===== config.mk =====
export PLATFORM = sky130hd
export DESIGN_NAME = uart_ai_frame_bridge
export DESIGN_NICKNAME = d
export VERILOG_FILES = /design/src/rtl/uart_ai_frame_bridge.sv
export SDC_FILE = /design/constraint.sdc
export NUM_CORES = 1
export LEC_CHECK = 0
export CORE_UTILIZATION = 49
export CTS_CLUSTER_DIAMETER = 60
export CTS_CLUSTER_SIZE = 16
export DETAILED_ROUTE_END_ITERATION = 6
export PLACE_DENSITY = 0.76
export SETUP_SLACK_MARGIN = 0.2
export SLEW_MARGIN = 10
export SYNTH_ARGS = -nofsm -noshare
export SYNTH_HDL_FRONTEND = slang
export SYNTH_SLANG_ARGS = --single-unit

===== constraint.sdc =====
create_clock -name iCLK -period 1.95 [get_ports iCLK]
set_input_delay 0.2925 -clock iCLK [delete_from_list [all_inputs] [get_ports iCLK]]
set_output_delay 0.2925 -clock iCLK [all_outputs]
set_load 0.02 [all_outputs]

===== src/rtl/uart_ai_frame_bridge.sv =====
// uart_ai_frame_bridge
//   Collects a header-prefixed frame of DATA_W/8 UART bytes into one word for
//   the AI core. It then pulses the AI start and waits for a rising edge on AI
//   done, guarded by a watchdog. The result goes back MSB byte first. On a
//   watchdog expiry the AI core is reset and a single error byte is sent.
//   All outputs come straight from flops.
module uart_ai_frame_bridge #(
  parameter int unsigned DATA_W      = 64,
  parameter logic [7:0]  HDR_BYTE    = 8'hA5,
  parameter logic [7:0]  ERR_BYTE    = 8'hEE,
  parameter int unsigned GAP_CYC     = 5_000_000,
  parameter int unsigned TIMEOUT_CYC = 50_000_000,
  parameter int unsigned ARST_CYC    = 4
) (
  input  logic              iCLK,
  input  logic              iRST,
  input  logic [7:0]        iRXD_DATA,
  input  logic              iRXD_Ready,
  output logic [7:0]        oTXD_DATA,
  output logic              oTXD_Start,
  input  logic              iTXD_Done,
  output logic [DATA_W-1:0] oAI_DATA,
  output logic              oAI_Start,
  input  logic [DATA_W-1:0] iAI_DATA,
  input  logic              iAI_Done,
  output logic              oAI_RSTn,
  output logic              oBusy,
  output logic [15:0]       oFrameCnt,
  output logic [7:0]        oErrCnt
);

  localparam int unsigned NB     = DATA_W / 8;
  localparam int unsigned CNT_W  = (NB > 1) ? $clog2(NB) : 1;
  localparam int unsigned GAP_W  = (GAP_CYC > 1) ? $clog2(GAP_CYC) : 1;
  localparam int unsigned WD_W   = (TIMEOUT_CYC > 1) ? $clog2(TIMEOUT_CYC) : 1;
  localparam int unsigned ARST_W = (ARST_CYC > 1) ? $clog2(ARST_CYC) : 1;

  localparam logic [CNT_W-1:0]  LAST_IDX = CNT_W'(NB - 1);
  localparam logic [GAP_W-1:0]  GAP_MAX  = GAP_W'(GAP_CYC - 1);
  localparam logic [WD_W-1:0]   WD_MAX   = WD_W'(TIMEOUT_CYC - 1);
  localparam logic [ARST_W-1:0] ARST_MAX = ARST_W'(ARST_CYC - 1);

  typedef enum logic [2:0] {
    S_IDLE  = 3'd0,
    S_RECV  = 3'd1,
    S_START = 3'd2,
    S_WAIT  = 3'd3,
    S_ARST  = 3'd4,
    S_SEND  = 3'd5,
    S_TXW   = 3'd6
  } state_t;

  // Saturating increment for the error counter
  function automatic logic [7:0] sat_inc8(input logic [7:0] v);
    logic [7:0] r;
    if (v == 8'hFF) begin
      r = 8'hFF;
    end else begin
      r = v + 8'd1;
    end
    return r;
  endfunction

  state_t state_q, state_d;

  logic [DATA_W-1:0] rx_sr_q, rx_sr_d;
  logic [CNT_W-1:0]  rx_cnt_q, rx_cnt_d;
  logic [GAP_W-1:0]  gap_q, gap_d;
  logic [DATA_W-1:0] ai_data_q, ai_data_d;
  logic              done_prev_q, done_prev_d;
  logic [WD_W-1:0]   wd_q, wd_d;
  logic [ARST_W-1:0] arst_q, arst_d;
  logic [DATA_W-1:0] tx_sr_q, tx_sr_d;
  logic [CNT_W-1:0]  tx_left_q, tx_left_d;
  logic              tx_err_q, tx_err_d;
  logic [1:0]        guard_q, guard_d;
  logic [15:0]       frame_cnt_q, frame_cnt_d;
  logic [7:0]        err_cnt_q, err_cnt_d;

  logic [7:0]        txd_data_q, txd_data_d;
  logic              txd_start_q, txd_start_d;
  logic              ai_start_q, ai_start_d;
  logic              ai_rstn_q, ai_rstn_d;
  logic              busy_q, busy_d;

  // Events shared by the next-state and datapath logic
  logic              hdr_seen_s;
  logic              rx_last_s;
  logic              gap_expire_s;
  logic              ai_done_edge_s;
  logic              wd_expire_s;
  logic              arst_last_s;
  logic              guard_done_s;
  logic              tx_more_s;
  logic [DATA_W-1:0] rx_next_s;
  logic [DATA_W-1:0] tx_shift_s;
  logic [DATA_W-1:0] err_word_s;

  assign hdr_seen_s     = iRXD_Ready && (iRXD_DATA == HDR_BYTE);
  assign rx_last_s      = (rx_cnt_q == LAST_IDX);
  assign gap_expire_s   = (gap_q == GAP_MAX);
  assign ai_done_edge_s = iAI_Done && !done_prev_q;
  assign wd_expire_s    = (wd_q == WD_MAX);
  assign arst_last_s    = (arst_q == ARST_MAX);
  assign guard_done_s   = (guard_q == 2'd2);
  assign tx_more_s      = (tx_left_q != {CNT_W{1'b0}});
  // First received byte ends up in the MSB once the frame is complete
  assign rx_next_s      = (rx_sr_q << 4'd8) | DATA_W'(iRXD_DATA);
  assign tx_shift_s     = tx_sr_q << 4'd8;
  assign err_word_s     = DATA_W'(ERR_BYTE) << (DATA_W - 8);

  // State register
  always_ff @(posedge iCLK) begin
    if (iRST) begin
      state_q <= S_IDLE;
    end else begin
      state_q <= state_d;
    end
  end

  // Next-state decode
  always_comb begin
    state_d = state_q;
    case (state_q)
      S_IDLE: begin
        if (hdr_seen_s) begin
          state_d = S_RECV;
        end else begin
          state_d = S_IDLE;
        end
      end
      S_RECV: begin
        if (iRXD_Ready) begin
          if (rx_last_s) begin
            state_d = S_START;
          end else begin
            state_d = S_RECV;
          end
        end else if (gap_expire_s) begin
          state_d = S_IDLE;
        end else begin
          state_d = S_RECV;
        end
      end
      S_START: state_d = S_WAIT;
      S_WAIT: begin
        // A done edge takes priority over a watchdog expiry in the same cycle
        if (ai_done_edge_s) begin
          state_d = S_SEND;
        end else if (wd_expire_s) begin
          state_d = S_ARST;
        end else begin
          state_d = S_WAIT;
        end
      end
      S_ARST: begin
        if (arst_last_s) begin
          state_d = S_SEND;
        end else begin
          state_d = S_ARST;
        end
      end
      S_SEND: state_d = S_TXW;
      S_TXW: begin
        if (guard_done_s && iTXD_Done) begin
          if (tx_more_s) begin
            state_d = S_SEND;
          end else begin
            state_d = S_IDLE;
          end
        end else begin
          state_d = S_TXW;
        end
      end
      default: state_d = S_IDLE;
    endcase
  end

  // Output decode; every output is registered one cycle after its state
  always_comb begin
    ai_start_d  = 1'b0;
    txd_start_d = 1'b0;
    txd_data_d  = txd_data_q;
    ai_rstn_d   = 1'b1;
    busy_d      = 1'b1;
    case (state_q)
      S_IDLE:  busy_d = 1'b0;
      S_START: ai_start_d = 1'b1;
      S_ARST:  ai_rstn_d = 1'b0;
      S_SEND: begin
        txd_start_d = 1'b1;
        txd_data_d  = tx_sr_q[DATA_W-1 -: 8];
      end
      default: busy_d = 1'b1;
    endcase
  end

  // Datapath: frame assembly, timers, response shifting and counters
  always_comb begin
    rx_sr_d     = rx_sr_q;
    rx_cnt_d    = rx_cnt_q;
    gap_d       = gap_q;
    ai_data_d   = ai_data_q;
    done_prev_d = iAI_Done;
    wd_d        = wd_q;
    arst_d      = arst_q;
    tx_sr_d     = tx_sr_q;
    tx_left_d   = tx_left_q;
    tx_err_d    = tx_err_q;
    guard_d     = guard_q;
    frame_cnt_d = frame_cnt_q;
    err_cnt_d   = err_cnt_q;
    case (state_q)
      S_IDLE: begin
        rx_sr_d  = {DATA_W{1'b0}};
        rx_cnt_d = {CNT_W{1'b0}};
        gap_d    = {GAP_W{1'b0}};
      end
      S_RECV: begin
        if (iRXD_Ready) begin
          rx_sr_d = rx_next_s;
          gap_d   = {GAP_W{1'b0}};
          if (rx_last_s) begin
            ai_data_d = rx_next_s;
            rx_cnt_d  = {CNT_W{1'b0}};
          end else begin
            rx_cnt_d  = rx_cnt_q + 1'b1;
          end
        end else if (gap_expire_s) begin
          err_cnt_d = sat_inc8(err_cnt_q);
        end else begin
          gap_d = gap_q + 1'b1;
        end
      end
      S_START: begin
        wd_d = {WD_W{1'b0}};
      end
      S_WAIT: begin
        if (ai_done_edge_s) begin
          tx_sr_d   = iAI_DATA;
          tx_left_d = LAST_IDX;
          tx_err_d  = 1'b0;
        end else if (wd_expire_s) begin
          err_cnt_d = sat_inc8(err_cnt_q);
          arst_d    = {ARST_W{1'b0}};
        end else begin
          wd_d = wd_q + 1'b1;
        end
      end
      S_ARST: begin
        if (arst_last_s) begin
          tx_sr_d   = err_word_s;
          tx_left_d = {CNT_W{1'b0}};
          tx_err_d  = 1'b1;
        end else begin
          arst_d = arst_q + 1'b1;
        end
      end
      S_SEND: begin
        guard_d = 2'd0;
      end
      S_TXW: begin
        if (!guard_done_s) begin
          guard_d = guard_q + 2'd1;
        end else if (iTXD_Done) begin
          if (tx_more_s) begin
            tx_sr_d   = tx_shift_s;
            tx_left_d = tx_left_q - 1'b1;
          end else if (!tx_err_q) begin
            frame_cnt_d = frame_cnt_q + 16'd1;
          end else begin
            frame_cnt_d = frame_cnt_q;
          end
        end else begin
          guard_d = guard_q;
        end
      end
      default: begin
        rx_cnt_d = {CNT_W{1'b0}};
      end
    endcase
  end

  // Datapath and output registers
  always_ff @(posedge iCLK) begin
    if (iRST) begin
      rx_sr_q     <= {DATA_W{1'b0}};
      rx_cnt_q    <= {CNT_W{1'b0}};
      gap_q       <= {GAP_W{1'b0}};
      ai_data_q   <= {DATA_W{1'b0}};
      done_prev_q <= 1'b0;
      wd_q        <= {WD_W{1'b0}};
      arst_q      <= {ARST_W{1'b0}};
      tx_sr_q     <= {DATA_W{1'b0}};
      tx_left_q   <= {CNT_W{1'b0}};
      tx_err_q    <= 1'b0;
      guard_q     <= 2'd0;
      frame_cnt_q <= 16'd0;
      err_cnt_q   <= 8'd0;
      txd_data_q  <= 8'd0;
      txd_start_q <= 1'b0;
      ai_start_q  <= 1'b0;
      ai_rstn_q   <= 1'b1;
      busy_q      <= 1'b0;
    end else begin
      rx_sr_q     <= rx_sr_d;
      rx_cnt_q    <= rx_cnt_d;
      gap_q       <= gap_d;
      ai_data_q   <= ai_data_d;
      done_prev_q <= done_prev_d;
      wd_q        <= wd_d;
      arst_q      <= arst_d;
      tx_sr_q     <= tx_sr_d;
      tx_left_q   <= tx_left_d;
      tx_err_q    <= tx_err_d;
      guard_q     <= guard_d;
      frame_cnt_q <= frame_cnt_d;
      err_cnt_q   <= err_cnt_d;
      txd_data_q  <= txd_data_d;
      txd_start_q <= txd_start_d;
      ai_start_q  <= ai_start_d;
      ai_rstn_q   <= ai_rstn_d;
      busy_q      <= busy_d;
    end
  end

  assign oTXD_DATA  = txd_data_q;
  assign oTXD_Start = txd_start_q;
  assign oAI_DATA   = ai_data_q;
  assign oAI_Start  = ai_start_q;
  assign oAI_RSTn   = ai_rstn_q;
  assign oBusy      = busy_q;
  assign oFrameCnt  = frame_cnt_q;
  assign oErrCnt    = err_cnt_q;

endmodule


; Yosys cells after proc, flatten, opt, wreduce, memory -nomap -nowiden
; Cells that the tools add are included.
[word_totals]
register_bits = 284
in_bits = 77
[op_classes]
add_sub_neg = 8
n_eq_ne = 27
mux = 52
n_bitwise = 4
n_reduce_logical = 24
[op_table]
columns = op, count
row1 = 64-bit 2-to-1 mux, 5
row2 = 64-bit one-hot mux with 3 select lines, 1
row3 = 56-bit one-hot mux with 2 select lines, 1
row4 = 64-bit by 8-bit OR with 64-bit output, 1
row5 = 56-bit 2-to-1 mux, 1
row6 = 26-bit 2-to-1 mux, 2
row7 = 26-bit one-hot mux with 2 select lines, 1
row8 = 23-bit 2-to-1 mux, 2
row9 = 23-bit one-hot mux with 2 select lines, 1
row10 = 8-bit 2-to-1 mux, 5
row11 = 3-bit 2-to-1 mux, 12
row12 = "26-bit by 1-bit adder with 26-bit output, second input constant", 1
row13 = "26-bit == test, second input constant", 1
row14 = "2-bit != test, second input constant", 13
row15 = "23-bit by 1-bit adder with 23-bit output, second input constant", 1
row16 = "23-bit == test, second input constant", 1
row17 = 3-bit one-hot mux with 7 select lines, 1
row18 = "16-bit by 1-bit adder with 16-bit output, second input constant", 1
row19 = "8-bit == test, second input constant", 2
row20 = 8-bit one-hot mux with 2 select lines, 1
row21 = "3-bit == test, second input constant", 4
row22 = 2-bit 2-to-1 mux, 5
row23 = 5-bit AND reduction, 2
row24 = 2-bit nonzero test, 5
row25 = 23 further kinds, 45

; Longest topological paths before layout
; Gate-level depths: netlist (run 1).
[logic_depth]
ltp_word = 5
ltp_mapped = 10

; Worst setup path before layout (run 1)
; OpenSTA, ideal clock, no wires.
[synth_path]
path_kind = register -> register
start = register wd_q[0]
end = register wd_q[18]
setup_ps = 79
arrival_time_ps = 1876
required_ps = 1871
setup_slack_ps = -5
stages_incl_launch_ff = 7
n_path_buf = 0
period_less_slack_ps = 1955
path_cell_list = dfxtp_1 > ha_1 > nand3_2 > nor4_4 > nand2_1 > or4_1 > o211ai_1
[synth_via]
elab_chain_cells = 4
word_cells_on_any_way = 7
[synth_lines]
columns = element, line
row1 = from (decl), 71  ; logic [WD_W-1:0] wd_q, wd_d;
row2 = from (signal assigned), 292  ; wd_q <= {WD_W{1'b0}};
row3 = from (signal assigned), 311  ; wd_q <= wd_d;
row4 = 26-bit by 1-bit adder with 26-bit output, 247  ; wd_d = wd_q + 1'b1;
row5 = 26-bit 2-to-1 mux, 243  ; end else if (wd_expire_s) begin
row6 = 26-bit 2-to-1 mux, 239  ; if (ai_done_edge_s) begin
row7 = 26-bit one-hot mux with 2 select lines, 213  ; case (state_q)
; Several ways; a longest one is shown, not always the timed one. The select of a mux whose other input is x is not followed.
; A chain may end at the register's enable or synchronous reset.

; Worst setup path after layout (run 1)
[layout_path]
start = register gap_q[17]
end = register gap_q[18]
[layout_via]
elab_chain_cells = 4
word_cells_on_any_way = 7
[layout_lines]
columns = element, line
row1 = from (decl), 68  ; logic [GAP_W-1:0] gap_q, gap_d;
row2 = from (signal assigned), 289  ; gap_q <= {GAP_W{1'b0}};
row3 = from (signal assigned), 308  ; gap_q <= gap_d;
row4 = 23-bit by 1-bit adder with 23-bit output, 232  ; gap_d = gap_q + 1'b1;
row5 = 23-bit 2-to-1 mux, 229  ; end else if (gap_expire_s) begin
row6 = 23-bit 2-to-1 mux, 220  ; if (iRXD_Ready) begin
row7 = 23-bit one-hot mux with 2 select lines, 213
; Several ways; a longest one is shown, not always the timed one. The select of a mux whose other input is x is not followed.

==> results of run 1 <==
## per-stage QoR
| stage | setup TNS, ns | std cells | power, W |
|---|---|---|---|
| after floorplan | 0 | 1460 | 0.00605 |
| after global placement | -14.72 | 1937 | 0.00625 |
| after detailed placement | -20.04 | 1937 | 0.00625 |
| after CTS | -0.0320 | 2013 | 0.0112 |
| after global routing | -3.07 | 2050 | 0.0115 |
| final | -0.667 | 2051 | 0.0112 |
## metal layers
metal / up-vias / wire length [um]
li1: 5786 / -
met1: 6028 / 15500
met2: 631 / 19500
met3: 106 / 2760
met4: 0 / 1550
met5: - / 0
## state kept, by name, summed over array words and instances (netlist names), 3 cells and up
signal	count
oTXD_DATA	8
oAI_DATA	64
wd_q	26
oErrCnt	8
tx_sr_q	64
oFrameCnt	16
rx_sr_q	56
state_q	3
gap_q	23
tx_left_q	3
rx_cnt_q	3
## worst max-delay path: stages, from the launching register on
cell	delay, ns
dfxtp_4	0.36
or4bb_4	0.53
nor4_4	0.31
and3_4	0.34
clkbuf_16	0.18
or4_1	0.11
a21oi_1	0.06
## cells by family after synthesis
| group | synth area share |
|---|---|
| compound gates | 0.187 |
| xor+xnor | 0.0115 |
| fa+ha+maj | 0.0103 |
| buf+inv | 0.0482 |
| flops | 0.466 |
| mux | 0.00738 |
| simple gates | 0.270 |
## power by group through the flow
| stage | clock network [W] | logic (W) | registers, W |
|---|---|---|---|
| finish | 0.00506 | 0.000357 | 0.00579 |
| CTS | 0.00508 | 0.000323 | 0.00579 |
| global placement | 0 | 0.000319 | 0.00593 |
| global route | 0.00533 | 0.000373 | 0.00579 |
| floorplan | 0 | 0.000112 | 0.00593 |
| detailed placement | 0 | 0.000317 | 0.00594 |
## layout make-up
cell class,instances,share of cell area
Sequential cell,284,0.322
Tap cell,324,0.0227
Inverter,20,0.00421
Clock inverter,10,0.00947
Clock buffer,25,0.0351
Multi-Input combinational cell,1038,0.405
Timing Repair Buffer,349,0.202
Antenna cell,1,0.000140
## cell usage in the layout (no fill, tap or decap), types with 35 or more instances in the layout
master | netlist | final
a21oi_1 | 114 | 91
clkdlybuf4s50_1 | 0 | 76
nand3_1 | 96 | 75
dlygate4sd2_1 | 0 | 93
nor2_1 | 157 | 127
clkbuf_16 | 0 | 35
nand2_1 | 241 | 228
buf_4 | 1 | 109
a311oi_2 | 0 | 40
a22oi_1 | 61 | 61
dfxtp_1 | 284 | 255
## Yosys cell counts, types with 9 or more instances
master      n  area (um2)
a211o_1     9        78.8
a21oi_1   114         571
a22oi_1    61         458
a311oi_1   52         455
and2_1     10        62.6
and3_1     19         119
and4_1     13         114
buf_2      18        90.1
clkbuf_1   88         330
dfxtp_1   284        5690
ha_1       10         125
inv_1      20        75.1
mux2i_1     9        90.1
nand2_1   241         905
nand3_1    96         480
nand3b_1    9        67.6
nand4_1    22         138
nor2_1    157         589
nor3_1     16        80.1
nor4_1     10        62.6
o211ai_1   15         113
o21ai_0    12        60.1
o31ai_1    22         165
or4_1      23         173
xor2_1     13         114
## repair_timing
action,CTS,global route
pin swaps,38,138
endpoints found under the setup margin,277,136
hold buffers,1,0
buffers inserted,32,25
cloned,8,12
gates resized for setup,201,226
endpoints found under the hold margin,1,0
## worst max path at each step
stage / to / startpoint
final: gap_q[18] / gap_q[17]
after floorplan: oErrCnt[4] / gap_q[16]
after CTS: oErrCnt[5] / gap_q[15]
after detailed placement: tx_sr_q[31] / iAI_Done
after global routing: oErrCnt[4] / gap_q[9]
after global placement: oErrCnt[6] / iAI_Done
==> run metrics, run 1 <==
global route hottest layer met2; Avg Cell Area, Syn 8.36 um2; cells after synthesis 1460; Design Area, Final 17800 um2; Pint 0.00881 W; Syn. warnings 0; gr usage total 0.263; synthesized area 12200 um2; Net Sw Power 0.00240 W; hold_ws 0.344 ns; grt met1 use 0.340; Layout Utilization 0.732; Worst slew margin 0.492; num rows 57; total number of vias 12600; Peak Freq 496 MHz; Die ar. 25500 um2; setup violators final 22; initial antenna violation count 1; Starting Density 0.500; Area Overhead vs Synth 46.2%; switch share 0.214; Slew Limit Fails 0; Tightest Pin Transition 0.762 ns; average wire per standard cell 19.2 um; Post-synth ARST share 0; clk buf depth 3; hpwl dp 21800 um; root buf cell clkbuf_16; Clk pwr share 0.452; CP Data Arrival Time 2.42 ns; R2R Path Start gap_q[17]; Routed WL 39300 um; Port Buf Inserts 176; # fillers 1669; clk sinks 284; clock latency on the worst-skew pair 0.53 ns; nets@finish 1804; CTS tree yes; Final Wtd Congestion 0.899; r2r worst-path depth 6; DRC Markers 0; global-route wire length before repair 56400 um; Period minus WS final 2.01 ns; largest net degree at the start of global routing 142; die height 160 um; drt via density 6.12; Leak 6.81 nW; share of layout cells above drive strength 1 0.276; H-tree Lvls 1; Tcrit/Tclk final 1.03; Core ar. 24400 um2; dominant synthesized flop cell dfxtp_1; clk slew on worst S/H paths 0.07 ns; gr ovfl total 0; combinational share of power 0.032; vias in the first global route 11200; grt met2 use 0.449; die width 160 um; Post-synth EDFFs 0; Critical Path Start Type flip-flop; R2R setup slack -0.06 ns; failing checks setup timing; area occupied by registers 5740 um2; critical-path maximum fanout 6; Inserted Clock Buffers 24; worst setup margin -0.0649 ns; register bit total from synthesis 284; Max-cap violations 0; Hold Crit Class in -> reg; endpoint class of the critical path flip-flop; pre-CTS setup slack -0.278 ns; VDD IR max 0.666 mV; Placed Area 14900 um2; unrepaired setup endpoints after global routing yes; area of the multi-input gates 7220 um2; ANT nets after route 0; drt pass-1 iters 5; M3 GR Usage 0.0356; power per cell area 628 nW/um2; reg2reg end gap_q[18]; distinct cell type count after synthesis 76; Synth Net Count 1547; 1st-iter DRT viols 1056; Worst Clk Skew 0.0123 ns; Flop pwr share 0.517; io pins 177; worst hold path depth 3; Crit Path Class reg -> reg; Worst EP required 2.35 ns; sequential area share after synthesis 0.466; final hold vios 0; Worst Hold End tx_sr_q[0]; outcome finished with violations; hold_sp iAI_DATA[0]
Power figures use the tool's default switching activity.
==> run 2, diff against run 1 <==
Settings changed: GPL_TIMING_DRIVEN set to 0.
==> run metrics, run 2 (same netlist as run 1, synthesis figures left out) <==
die width 160 um; H-tree Lvls 1; DRC Markers 0; Inserted Clock Buffers 23; setup violators final 28; crit-path cells nand3_2, nor4_4, nand3_1, or4_1, a21oi_1; Routed WL 43700 um; drt pass-1 iters 5; endpoint class of the critical path flip-flop; CP Data Arrival Time 2.50 ns; most common cell after layout, fill and taps aside dfxtp_1; 1st-iter DRT viols 1089; delay-heaviest family, CP simple AND/OR/NAND/NOR gates; Hold Crit Class in -> reg; Port Buf Inserts 175; Clk pwr share 0.425; average wire per standard cell 20.9 um; critical-path maximum fanout 6; global-route wire length before repair 59500 um; total number of vias 13100; vias in the first global route 11600; ANT nets after route 0; Core ar. 24400 um2; Peak Freq 494 MHz; drt via density 6.24; io pins 177; largest net degree at the start of global routing 17; Pint 0.00824 W; Die ar. 25500 um2; Worst Clk Skew 0.0328 ns; root buf cell clkbuf_16; Slew Limit Fails 0; nets@finish 1847; worst hold path depth 4; hpwl dp 25300 um; hold_sp iRST; CTS tree yes; num rows 57; worst setup margin -0.0752 ns; Net Sw Power 0.00249 W; placed cells 1959; r2r worst-path depth 5; Starting Density 0.500; gr usage total 0.284; R2R Path Start gap_q[9]; reg2reg end gap_q[19]; Crit Path Class reg -> reg; Tightest Pin Transition 0.841 ns; Worst Hold End wd_q[22]; Final Wtd Congestion 0.951; clk buf depth 3; switch share 0.232; final hold vios 0; R2R setup slack -0.08 ns; clk sinks 284; outcome finished with violations; hold_buf cts 0; Worst EP required 2.42 ns; die height 160 um; VDD IR max 0.570 mV; Flop pwr share 0.538; unrepaired setup endpoints after global routing yes; power per cell area 592 nW/um2; share of layout cells above drive strength 1 0.272; most frequent cells in the layout dfxtp_1, nand2_1, nor2_1; Design Area, Final 18100 um2; Max stage delay on crit path 0.50 ns; Period minus WS final 2.03 ns; Tcrit/Tclk final 1.04; Finished Layout Cells 2091; CP max stage cell dfxtp_1; initial antenna violation count 1; Leak 6.88 nW; clock latency on the worst-skew pair 0.56 ns; failing checks setup timing; clk slew on worst S/H paths 0.07 ns; Area Overhead vs Synth 48.5%; Max-cap violations 0; gr ovfl total 0; combinational share of power 0.037; crit path buf inv count 0; Worst slew margin 0.439; Critical Path Start Type flip-flop; Placed Area 14500 um2
run 2: changes by cell type in the layout (fill, tap and decap cells not counted), moves of 7 or more:
cell,delta
buf_8,+18
or4_1,+10
buf_12,-11
clkbuf_4,+10
clkbuf_1,+41
a21oi_1,+9
clkbuf_2,+14
buf_4,-39
dfxtp_1,-12
nand2_4,+9
nor2_4,+7
or4_4,-11
nor2_2,-9
a21oi_2,-11
run 2: worst max-delay path by stage:
stage,depth (start not counted),start,to,slack [ns]
after floorplan,5,gap_q[16],oErrCnt[4],0.11
after global placement,7,iAI_Done,wd_q[2],-0.70
after detailed placement,7,iAI_Done,wd_q[2],-0.72
after CTS,5,gap_q[12],oErrCnt[3],-0.05
after global routing,5,gap_q[9],gap_q[19],-0.21
final,5,gap_q[9],gap_q[19],-0.08
run 2: cell type report:
class                           count  area, um2
Timing Repair Buffer              275       2780
Tap cell                          324        405
Buffer                            119        971
Multi-Input combinational cell   1037       7440
Clock inverter                      8       97.6
Antenna cell                        1       2.50
Inverter                           20       75.1
Clock buffer                       23        576
Sequential cell                   284       5770
Fill cell                        1600       6270
run 2: per-layer routing:
layer,wire length [um],vias up,track usage,share of wire
met4,1960,0,0.117,0.045
met1,16800,6261,0.364,0.38
met2,21500,753,0.474,0.49
met3,3510,161,0.0468,0.080
met5,0,-,0,0
li1,-,5876,-,-
run 2: power groups by stage:
stage	logic (W)	registers (W)	clock network, W
6_report	0.000395	0.00578	0.00456
5_1_grt	0.000413	0.00578	0.00479
4_1_cts	0.000354	0.00579	0.00451
3_5_place_dp	0.000339	0.00593	0
3_3_place_gp	0.000337	0.00593	0
2_1_floorplan	0.000112	0.00593	0
run 2: tightest hold or removal path, cell delays in order:
cell and delay (ns):
clkbuf_8 0.17, nor2_4 0.08, nand4b_1 0.09, nand3_1 0.07
run 2: metrics by stage:
step | TNS [ns] | utilization | worst slack [ns] | power [W] | hold WS, ns
floorplan | 0 | - | 0.112 | 0.00605 | 0.421
global placement | -95.60 | 0.593 | -0.701 | 0.00627 | 0.439
detailed placement | -100.20 | 0.593 | -0.723 | 0.00627 | 0.442
CTS | -0.147 | 0.663 | -0.0507 | 0.0107 | 0.171
global route | -3.35 | 0.743 | -0.215 | 0.0110 | 0.205
finish | -1.19 | 0.743 | -0.0752 | 0.0107 | 0.200
run 2: repair_timing:
item	4_1_cts	5_1_grt
setup endpoints to repair	375	243
pin swaps	49	121
endpoints found under the hold margin	0	0
setup buffers	50	30
resized for setup	313	345
cloned	4	16
